===== config.mk =====
export PLATFORM = sky130hd
export DESIGN_NAME = prbs_arbiter
export DESIGN_NICKNAME = d
export VERILOG_FILES = /design/src/rtl/prbs_pkg.sv /design/src/rtl/lfsr_core.sv /design/src/rtl/prbs_arbiter.sv
export SDC_FILE = /design/constraint.sdc
export NUM_CORES = 1
export LEC_CHECK = 0
export BUFFER_PORTS_ARGS = -buffer_cell sky130_fd_sc_hd__buf_2
export CAP_MARGIN = 20
export CORE_UTILIZATION = 45
export CTS_CLUSTER_SIZE = 20
export DETAILED_ROUTE_END_ITERATION = 7
export PLACE_DENSITY = 0.66
export SLEW_MARGIN = 15
export SYNTH_ARGS = -nofsm -noshare
export SYNTH_HDL_FRONTEND = slang
export SYNTH_HIERARCHICAL = 1
export SYNTH_SLANG_ARGS = --single-unit

===== constraint.sdc =====
create_clock -name clk -period 3.92 [get_ports clk]
set_clock_uncertainty 0.2 [all_clocks]
set_input_delay 0.784 -clock clk [delete_from_list [all_inputs] [get_ports clk]]
set_output_delay 0.784 -clock clk [all_outputs]
set_load 0.005 [all_outputs]

===== src/rtl/prbs_pkg.sv =====
// rtl/prbs_pkg.sv - shared types, constants and round-robin helper for the PRBS arbiter
// Purpose: FSM state encoding, default feedback polynomial and the
//          round-robin pick function used by prbs_arbiter.
// Contents: state_t (IDLE, SHIFT, DONE), POLY_DEFAULT, rr_pick().
package prbs_pkg;

   typedef enum logic [1:0] {
      IDLE  = 2'd0,
      SHIFT = 2'd1,
      DONE  = 2'd2
   } state_t;

   localparam logic [8:0] POLY_DEFAULT = 9'h11D;

   // Returns the first set request at or after ptr, wrapping at n.
   // Requests are zero-extended to 16 bits so one function serves every N_REQ.
   function automatic logic [3:0] rr_pick(input logic [15:0] reqs,
                                          input logic [4:0]  ptr,
                                          input logic [4:0]  n);
      logic [3:0] pick;
      logic       found;
      logic [4:0] idx;
      pick  = '0;
      found = 1'b0;
      for (int i = 0; i < 16; i++) begin
         idx = ptr + 5'(i);
         // ptr < n and i < n, so one subtraction is enough to wrap
         if (idx >= n) idx = idx - n;
         if (!found && (5'(i) < n) && reqs[idx[3:0]]) begin
            pick  = idx[3:0];
            found = 1'b1;
         end
      end
      return pick;
   endfunction

endpackage


===== src/rtl/lfsr_core.sv =====
// rtl/lfsr_core.sv - seedable Galois LFSR
// Purpose: right-shifting Galois LFSR; out is the current LSB.
// Ports: clk, arst (sync, active-high, state -> 1), en (advance one step),
//        load (load seed, priority over en), seed [W-1:0],
//        out (state[0]), state [W-1:0] (for zero-state detection).
module lfsr_core #(
   parameter int         W    = 8,
   parameter logic [W-1:0] TAPS = 8'h8E
) (
   input  logic         clk,
   input  logic         arst,
   input  logic         en,
   input  logic         load,
   input  logic [W-1:0] seed,
   output logic         out,
   output logic [W-1:0] state
);

   logic [W-1:0] state_q;

   always_ff @(posedge clk) begin
      if (arst) begin
         state_q <= W'(1);
      end else if (load) begin
         state_q <= seed;
      end else if (en) begin
         state_q <= (state_q >> 1) ^ (state_q[0] ? TAPS : '0);
      end
   end

   assign out   = state_q[0];
   assign state = state_q;

endmodule


===== src/rtl/prbs_arbiter.sv =====
// rtl/prbs_arbiter.sv - round-robin arbiter sharing one Galois LFSR between requesters
// Purpose: grants requesters round-robin, clocks the LFSR WORD times for the
//          winner and delivers the assembled word with a one-cycle ack.
// Ports: clk, arst (sync, active-high), req [N_REQ-1:0], seed_load, seed [W-1:0],
//        ack [N_REQ-1:0] (one-hot pulse), valid, data [WORD-1:0],
//        gnt_id [$clog2(N_REQ)-1:0], busy (SHIFT/DONE),
//        lockup (sticky, only when PRBS_ARB_LOCKUP_EN is defined).
// Option: PRBS_ARB_LOCKUP_EN enables all-zero LFSR recovery and the lockup flag.
module prbs_arbiter
   import prbs_pkg::*;
#(
   parameter int         W     = 8,
   parameter logic [W:0] POLY  = POLY_DEFAULT,
   parameter int         N_REQ = 4,
   parameter int         WORD  = 8
) (
   input  logic                     clk,
   input  logic                     arst,
   input  logic [N_REQ-1:0]         req,
   input  logic                     seed_load,
   input  logic [W-1:0]             seed,
   output logic [N_REQ-1:0]         ack,
   output logic                     valid,
   output logic [WORD-1:0]          data,
   output logic [$clog2(N_REQ)-1:0] gnt_id,
   output logic                     busy
`ifdef PRBS_ARB_LOCKUP_EN
   ,output logic                    lockup
`endif
);

   localparam int IDW = $clog2(N_REQ);
   localparam int CW  = (WORD > 1) ? $clog2(WORD) : 1;
   localparam logic [W-1:0] TAPS = W'(POLY >> 1);

   state_t            st_q;
   logic [IDW-1:0]    ptr_q, id_q, gnt_q;
   logic [CW-1:0]     cnt_q;
   logic [WORD-1:0]   word_q, word_d, data_q;
   logic [N_REQ-1:0]  ack_q;
   logic              valid_q, busy_q;

   logic              lfsr_out;
   logic [W-1:0]      lfsr_state;
   logic              core_en, core_load;
   logic [W-1:0]      core_seed;
   logic [IDW-1:0]    pick;

   assign pick    = IDW'(rr_pick(16'(req), 5'(ptr_q), 5'(N_REQ)));
   assign core_en = (st_q == SHIFT);

`ifdef PRBS_ARB_LOCKUP_EN
   logic fix;
   logic lockup_q;
   // A seed load in IDLE wins over recovery; the seed itself may be nonzero.
   assign fix       = (lfsr_state == '0) &&
                      (((st_q == IDLE) && !seed_load) || (st_q == SHIFT));
   assign core_load = ((st_q == IDLE) && seed_load) || fix;
   assign core_seed = fix ? W'(1) : seed;

   always_ff @(posedge clk) begin
      if (arst) lockup_q <= 1'b0;
      else if (fix) lockup_q <= 1'b1;
   end
   assign lockup = lockup_q;
`else
   logic unused_state;
   assign core_load    = (st_q == IDLE) && seed_load;
   assign core_seed    = seed;
   assign unused_state = ^lfsr_state;
`endif

   lfsr_core #(.W(W), .TAPS(TAPS)) u_lfsr (
      .clk   (clk),
      .arst  (arst),
      .en    (core_en),
      .load  (core_load),
      .seed  (core_seed),
      .out   (lfsr_out),
      .state (lfsr_state)
   );

   // Word bits are captured LSB first; every bit is rewritten each grant.
   always_comb begin
      word_d         = word_q;
      word_d[cnt_q]  = lfsr_out;
   end

   always_ff @(posedge clk) begin
      if (arst) begin
         st_q    <= IDLE;
         ptr_q   <= '0;
         id_q    <= '0;
         gnt_q   <= '0;
         cnt_q   <= '0;
         word_q  <= '0;
         data_q  <= '0;
         ack_q   <= '0;
         valid_q <= 1'b0;
         busy_q  <= 1'b0;
      end else begin
         ack_q   <= '0;
         valid_q <= 1'b0;
         case (st_q)
            IDLE: begin
               if (!seed_load && (|req)) begin
                  id_q   <= pick;
                  cnt_q  <= '0;
                  busy_q <= 1'b1;
                  st_q   <= SHIFT;
               end
            end
            SHIFT: begin
               word_q <= word_d;
               cnt_q  <= cnt_q + CW'(1);
               if (cnt_q == CW'(WORD - 1)) begin
                  // Outputs are registered so they are live during DONE.
                  data_q  <= word_d;
                  gnt_q   <= id_q;
                  ack_q   <= N_REQ'(1) << id_q;
                  valid_q <= 1'b1;
                  st_q    <= DONE;
               end
            end
            DONE: begin
               ptr_q  <= (id_q == IDW'(N_REQ - 1)) ? '0 : id_q + IDW'(1);
               busy_q <= 1'b0;
               st_q   <= IDLE;
            end
            default: st_q <= IDLE;
         endcase
      end
   end

   assign ack    = ack_q;
   assign valid  = valid_q;
   assign data   = data_q;
   assign gnt_id = gnt_q;
   assign busy   = busy_q;

endmodule


After elaboration in Yosys (flattened, before gate mapping)
Index checks and enable logic that the tools add are counted.
Word-level totals
  bits in registers: 41
  input bits: 15
  output and inout bits: 16
  word-level logic and storage cells: 96
Operators by class
  add/subtract/negate cells: 9
  order comparisons: 10
  equality and inequality tests: 6
  shift-type cells: 1
  muxes and demuxes: 34
  bitwise logic cells: 3
  reduce and logical (&&, ||, !) cells: 22
Operators with widths (number)
  two-way mux 8 bit: 3
  less-than comparator 4 x 5 -> 1 bit (second input constant): 4
  binary-select mux 1 bit (select 4 bit): 4
  two-way mux 4 bit: 4
  two-way mux 2 bit: 7
  subtractor 3 x 3 -> 4 bit (second input constant): 3
  two-way mux 1 bit: 10
  AND reduction 2 bit: 5
  >= comparator 3 bit (second input constant): 3
  bitwise mux 8 bit: 1
  bitwise XOR 7 x 8 -> 8 bit: 1
  adder 2 x 2 -> 3 bit (second input constant): 2
  logical AND 1 bit: 6
  one-hot mux 3 bit (2 select lines): 1
  nonzero test 2 bit: 3
  == test 2 bit (second input constant): 2
  zero test 1 bit: 4
  less-than comparator 3 x 4 -> 1 bit (second input constant): 1
  inequality test 2 x 1 -> 1 bit (second input constant): 2
  one-hot mux 2 bit (2 select lines): 1
  OR reduction 4 bit: 1
  left shift 1 x 2 -> 4 bit (first input constant): 1
  subtractor 2 x 3 -> 4 bit (second input constant): 1
  adder 2 x 1 -> 3 bit (second input constant): 1
  other kinds (13): 14

Longest topological paths before layout
  depth after elaboration: 14
  gate-level depth with buffers: 8

Cells and area by module
The synthesis kept the hierarchy.
Modules (own cells, without submodules)
  prbs_arbiter: times used 1, cells an instance 178, area each 1574.0 µm²
  lfsr_core: times used 1, cells an instance 43, area each 429.2 µm²

Worst setup path after synthesis
OpenSTA, ideal clock, no wires.
  kind: input to register
  start: input req[0]
  end: register id_q[0]
  library setup time: 0.074 ns
  arrival time: 2.024 ns
  slack: 1.622 ns
  stages: 4
  path buffers: 0
  path through: o41ai_4 mux2_4 a311o_1 a31oi_1
On the way
  word-level cells in the longest chain between the ends: 12
  elaborated cells on any way between the ends: 24
  those cells by class: 15 x mux; 9 x reduce/logical
Ends and longest elaborated chain
  from (decl): line prbs_arbiter.sv:19  | input logic [N_REQ-1:0] req,
  binary-select mux 1 bit (select 4 bit): line prbs_pkg.sv:29  | if (!found && (5'(i) < n) && reqs[idx[3:0]]) begin
  two-way mux 1 bit (implied by the code): line prbs_pkg.sv:29
  two-way mux 1 bit: line prbs_pkg.sv:29
  zero test 1 bit: line prbs_pkg.sv:29
  logical AND 1 bit: line prbs_pkg.sv:29
  two-way mux 1 bit: line prbs_pkg.sv:29
  zero test 1 bit: line prbs_pkg.sv:29
  logical AND 1 bit: line prbs_pkg.sv:29
  two-way mux 1 bit: line prbs_pkg.sv:29
  zero test 1 bit: line prbs_pkg.sv:29
  logical AND 1 bit: line prbs_pkg.sv:29
  two-way mux 2 bit: line prbs_pkg.sv:29
  to (signal assigned): line prbs_arbiter.sv:107  | id_q <= pick;
  to (decl): line prbs_arbiter.sv:37  | logic [IDW-1:0] ptr_q, id_q, gnt_q;
Parallel ways exist; a longest one is shown, timed or not. The select of a mux whose other input is x is not followed.
A chain may end at the register's enable or synchronous reset.

Final worst setup path
  start: register ptr_q[0]
  end: register id_q[1]
On the way
  word-level cells in the longest chain between the ends: 14
  elaborated cells on any way between the ends: 36
  those cells by class: 7 x add/sub; 4 x order compare; 19 x mux; 6 x reduce/logical
Ends and longest elaborated chain
  from (decl): line prbs_arbiter.sv:37
  from (signal assigned): line prbs_arbiter.sv:126  | ptr_q <= (id_q == IDW'(N_REQ - 1)) ? '0 : id_q + IDW'(1);
  parallel branches: the longest is 13 deep, another holds subtractor 3 x 3 -> 4 bit
  two-way mux 2 bit (*): line prbs_pkg.sv:29
Every way passes the cells marked *. The select of a mux whose other input is x is not followed.

==> summary.txt <==
Min path
  – HP Class: register to register

Floorplanning
  – Initial Util: 0.485
  – Chip height: 68.6 um
  – Io pins: 31
  – Core ar.: 4120 um2
  – DIE AREA: 4710 um2
  – FP Rows: 23
  – Die Wd: 68.6 um

Global route
  – Largest net degree at the start of global routing: 45
  – Initial antenna violation count: 0
  – Global-route usage over all layers: 0.170
  – First-pass GRT wire length: 5800 um
  – Gr ovfl total: 0
  – Vias in the first global route: 1326

Layout
  – Layout cell share with drive strength beyond 1: 0.177
  – Final Instance Area: 2210 um2
  – Post-layout util: 0.536
  – Nets: 264
  – ANT cells: 0
  – Synthesis-to-finish area growth: 10.6%
  – Fin cells: 293

Route
  – Vias per Instance: 5.24
  – Vias: 1536
  – Antenna Nets Post-Route: 0
  – DRC: 0
  – WL/cell: 11.8 um
  – First-pass DRT Iterations: 4
  – 1st-iter DRT viols: 83
  – Post-Route WL: 3460 um

Logic synthesis
  – Synth warnings: 6
  – Cell count after synthesis: 220
  – Post-synthesis instance area: 2000 um2
  – Syn_area_per_cell: 9.07 um2
  – Syn nets: 242

STA
  – Final Slew Violations: 0
  – Final WS setup: 1.59 ns
  – Period utilization: 0.595
  – Worst Tran Pin Value: 0.757 ns
  – Max-slew headroom: 0.495
  – Final min period: 2.33 ns
  – RSZ-0062 raised after global routing: false
  – Setup_tns: 0 ns
  – Hold_ws: 0.258 ns
  – Maximum achievable frequency: 0.429 GHz
  – Final hold viol count: 0
  – Final Setup Violations: 0

Clock network
  – Num Clock Sinks: 41
  – CTS tree: built
  – Root Driver: clkbuf_8
  – H-Tree Depth: 2
  – Post CTS Setup Buffer Count: 0
  – Hold_buf cts: 0
  – Insertion delay to the later sink of the worst-skew pair: 0.29 ns
  – CTS Buf Count: 5
  – Post-cts sizing count: 0
  – Clock Pin Slew Worst Setup and Hold Paths: 0.07 ns
  – Max clock buf depth: 2

Setup path
  – CP Max Fanout: 12
  – Data required, critical path: 3.86 ns
  – CP Data Arrival Time: 2.27 ns
  – Worst setup path class: register to register
  – Critical Path Sink Type: register
  – Critical Path Source Type: register

Pwr
  – Power Density: 370 nW/um2
  – P_leak: 0.901 nW
  – Max IR drop VDD: 0.230 mV
  – Post-layout total power: 817 uW

Place
  – Pre-CTS WS: 1.35 ns
  – DP HPWL: 2290 um
  – Placed insts: 285
  – GP Congestion: 0.810
  – Input/output buffers: 30
  – Placed cell area: 2130 um2

Flow run
  – Max Cap Viol: 0

Status
  – Status: complete, no violations
worst paths after layout:
| path | slack (ns) | cells after the start | to | start |
|---|---|---|---|---|
| max | 1.59 | 6 | id_q[1] | ptr_q[0] |
| min | 0.26 | 2 | busy | busy |
| max reg2reg | 1.59 | 6 | id_q[1] | ptr_q[0] |
| min reg2reg | 0.26 | 2 | busy | busy |
registers in the layout, indices dropped and copies added, names as in the netlist:
name / flops
ack: 4
busy: 1
cnt_q: 3
data: 8
gnt_id: 2
id_q: 2
ptr_q: 2
st_q: 2
u_lfsr/state: 8
valid: 1
word_q: 8
per-layer routing:
metal,vias up,wire [um],part of all wire,global-route usage
met4,0,61,0.018,0.0651
met1,678,1770,0.51,0.214
li1,821,-,-,-
met2,31,1470,0.43,0.262
met5,-,0,0,0
met3,6,157,0.045,0.0641
worst max-delay path, cell delays in order, from the launching register on:
cell,delay (ns)
dfxtp_1,0.62
inv_1,0.14
ha_1,0.39
nor3_1,0.25
o21ai_0,0.12
a221oi_1,0.36
nor3_1,0.10
area by class of cell:
class,instances,area (um2)
clock buffer,8,80.1
fill,408,1910
inverter,6,22.5
multi-input combinational,157,1060
sequential,41,821
tap,50,62.6
timing repair buffer,31,158
power by group:
part           switching, mW  total (mW)  internal [mW]
clock                  0.134       0.260          0.126
sequential            0.0207       0.458          0.437
combinational         0.0517      0.0989         0.0472
total                  0.206       0.817          0.611
layout by cell type, fill, tap and decap left out, types with 2 or more instances in the layout:
cell and instances:
a211oi_1 17, a21oi_1 9, a31oi_1 2, buf_2 30
clkbuf_1 3, clkbuf_8 5, dfxtp_1 41, ha_1 7
inv_1 5, mux2_4 2, mux2i_1 17, nand2_1 21
nand2b_1 4, nand3_1 6, nor2_1 30, nor2b_1 6
nor3_1 5, nor3b_1 4, nor4_1 3, o21ai_0 2
o221ai_1 3, or4b_1 3, xnor2_1 3
Note: power is estimated with default switching activity, not from simulation.
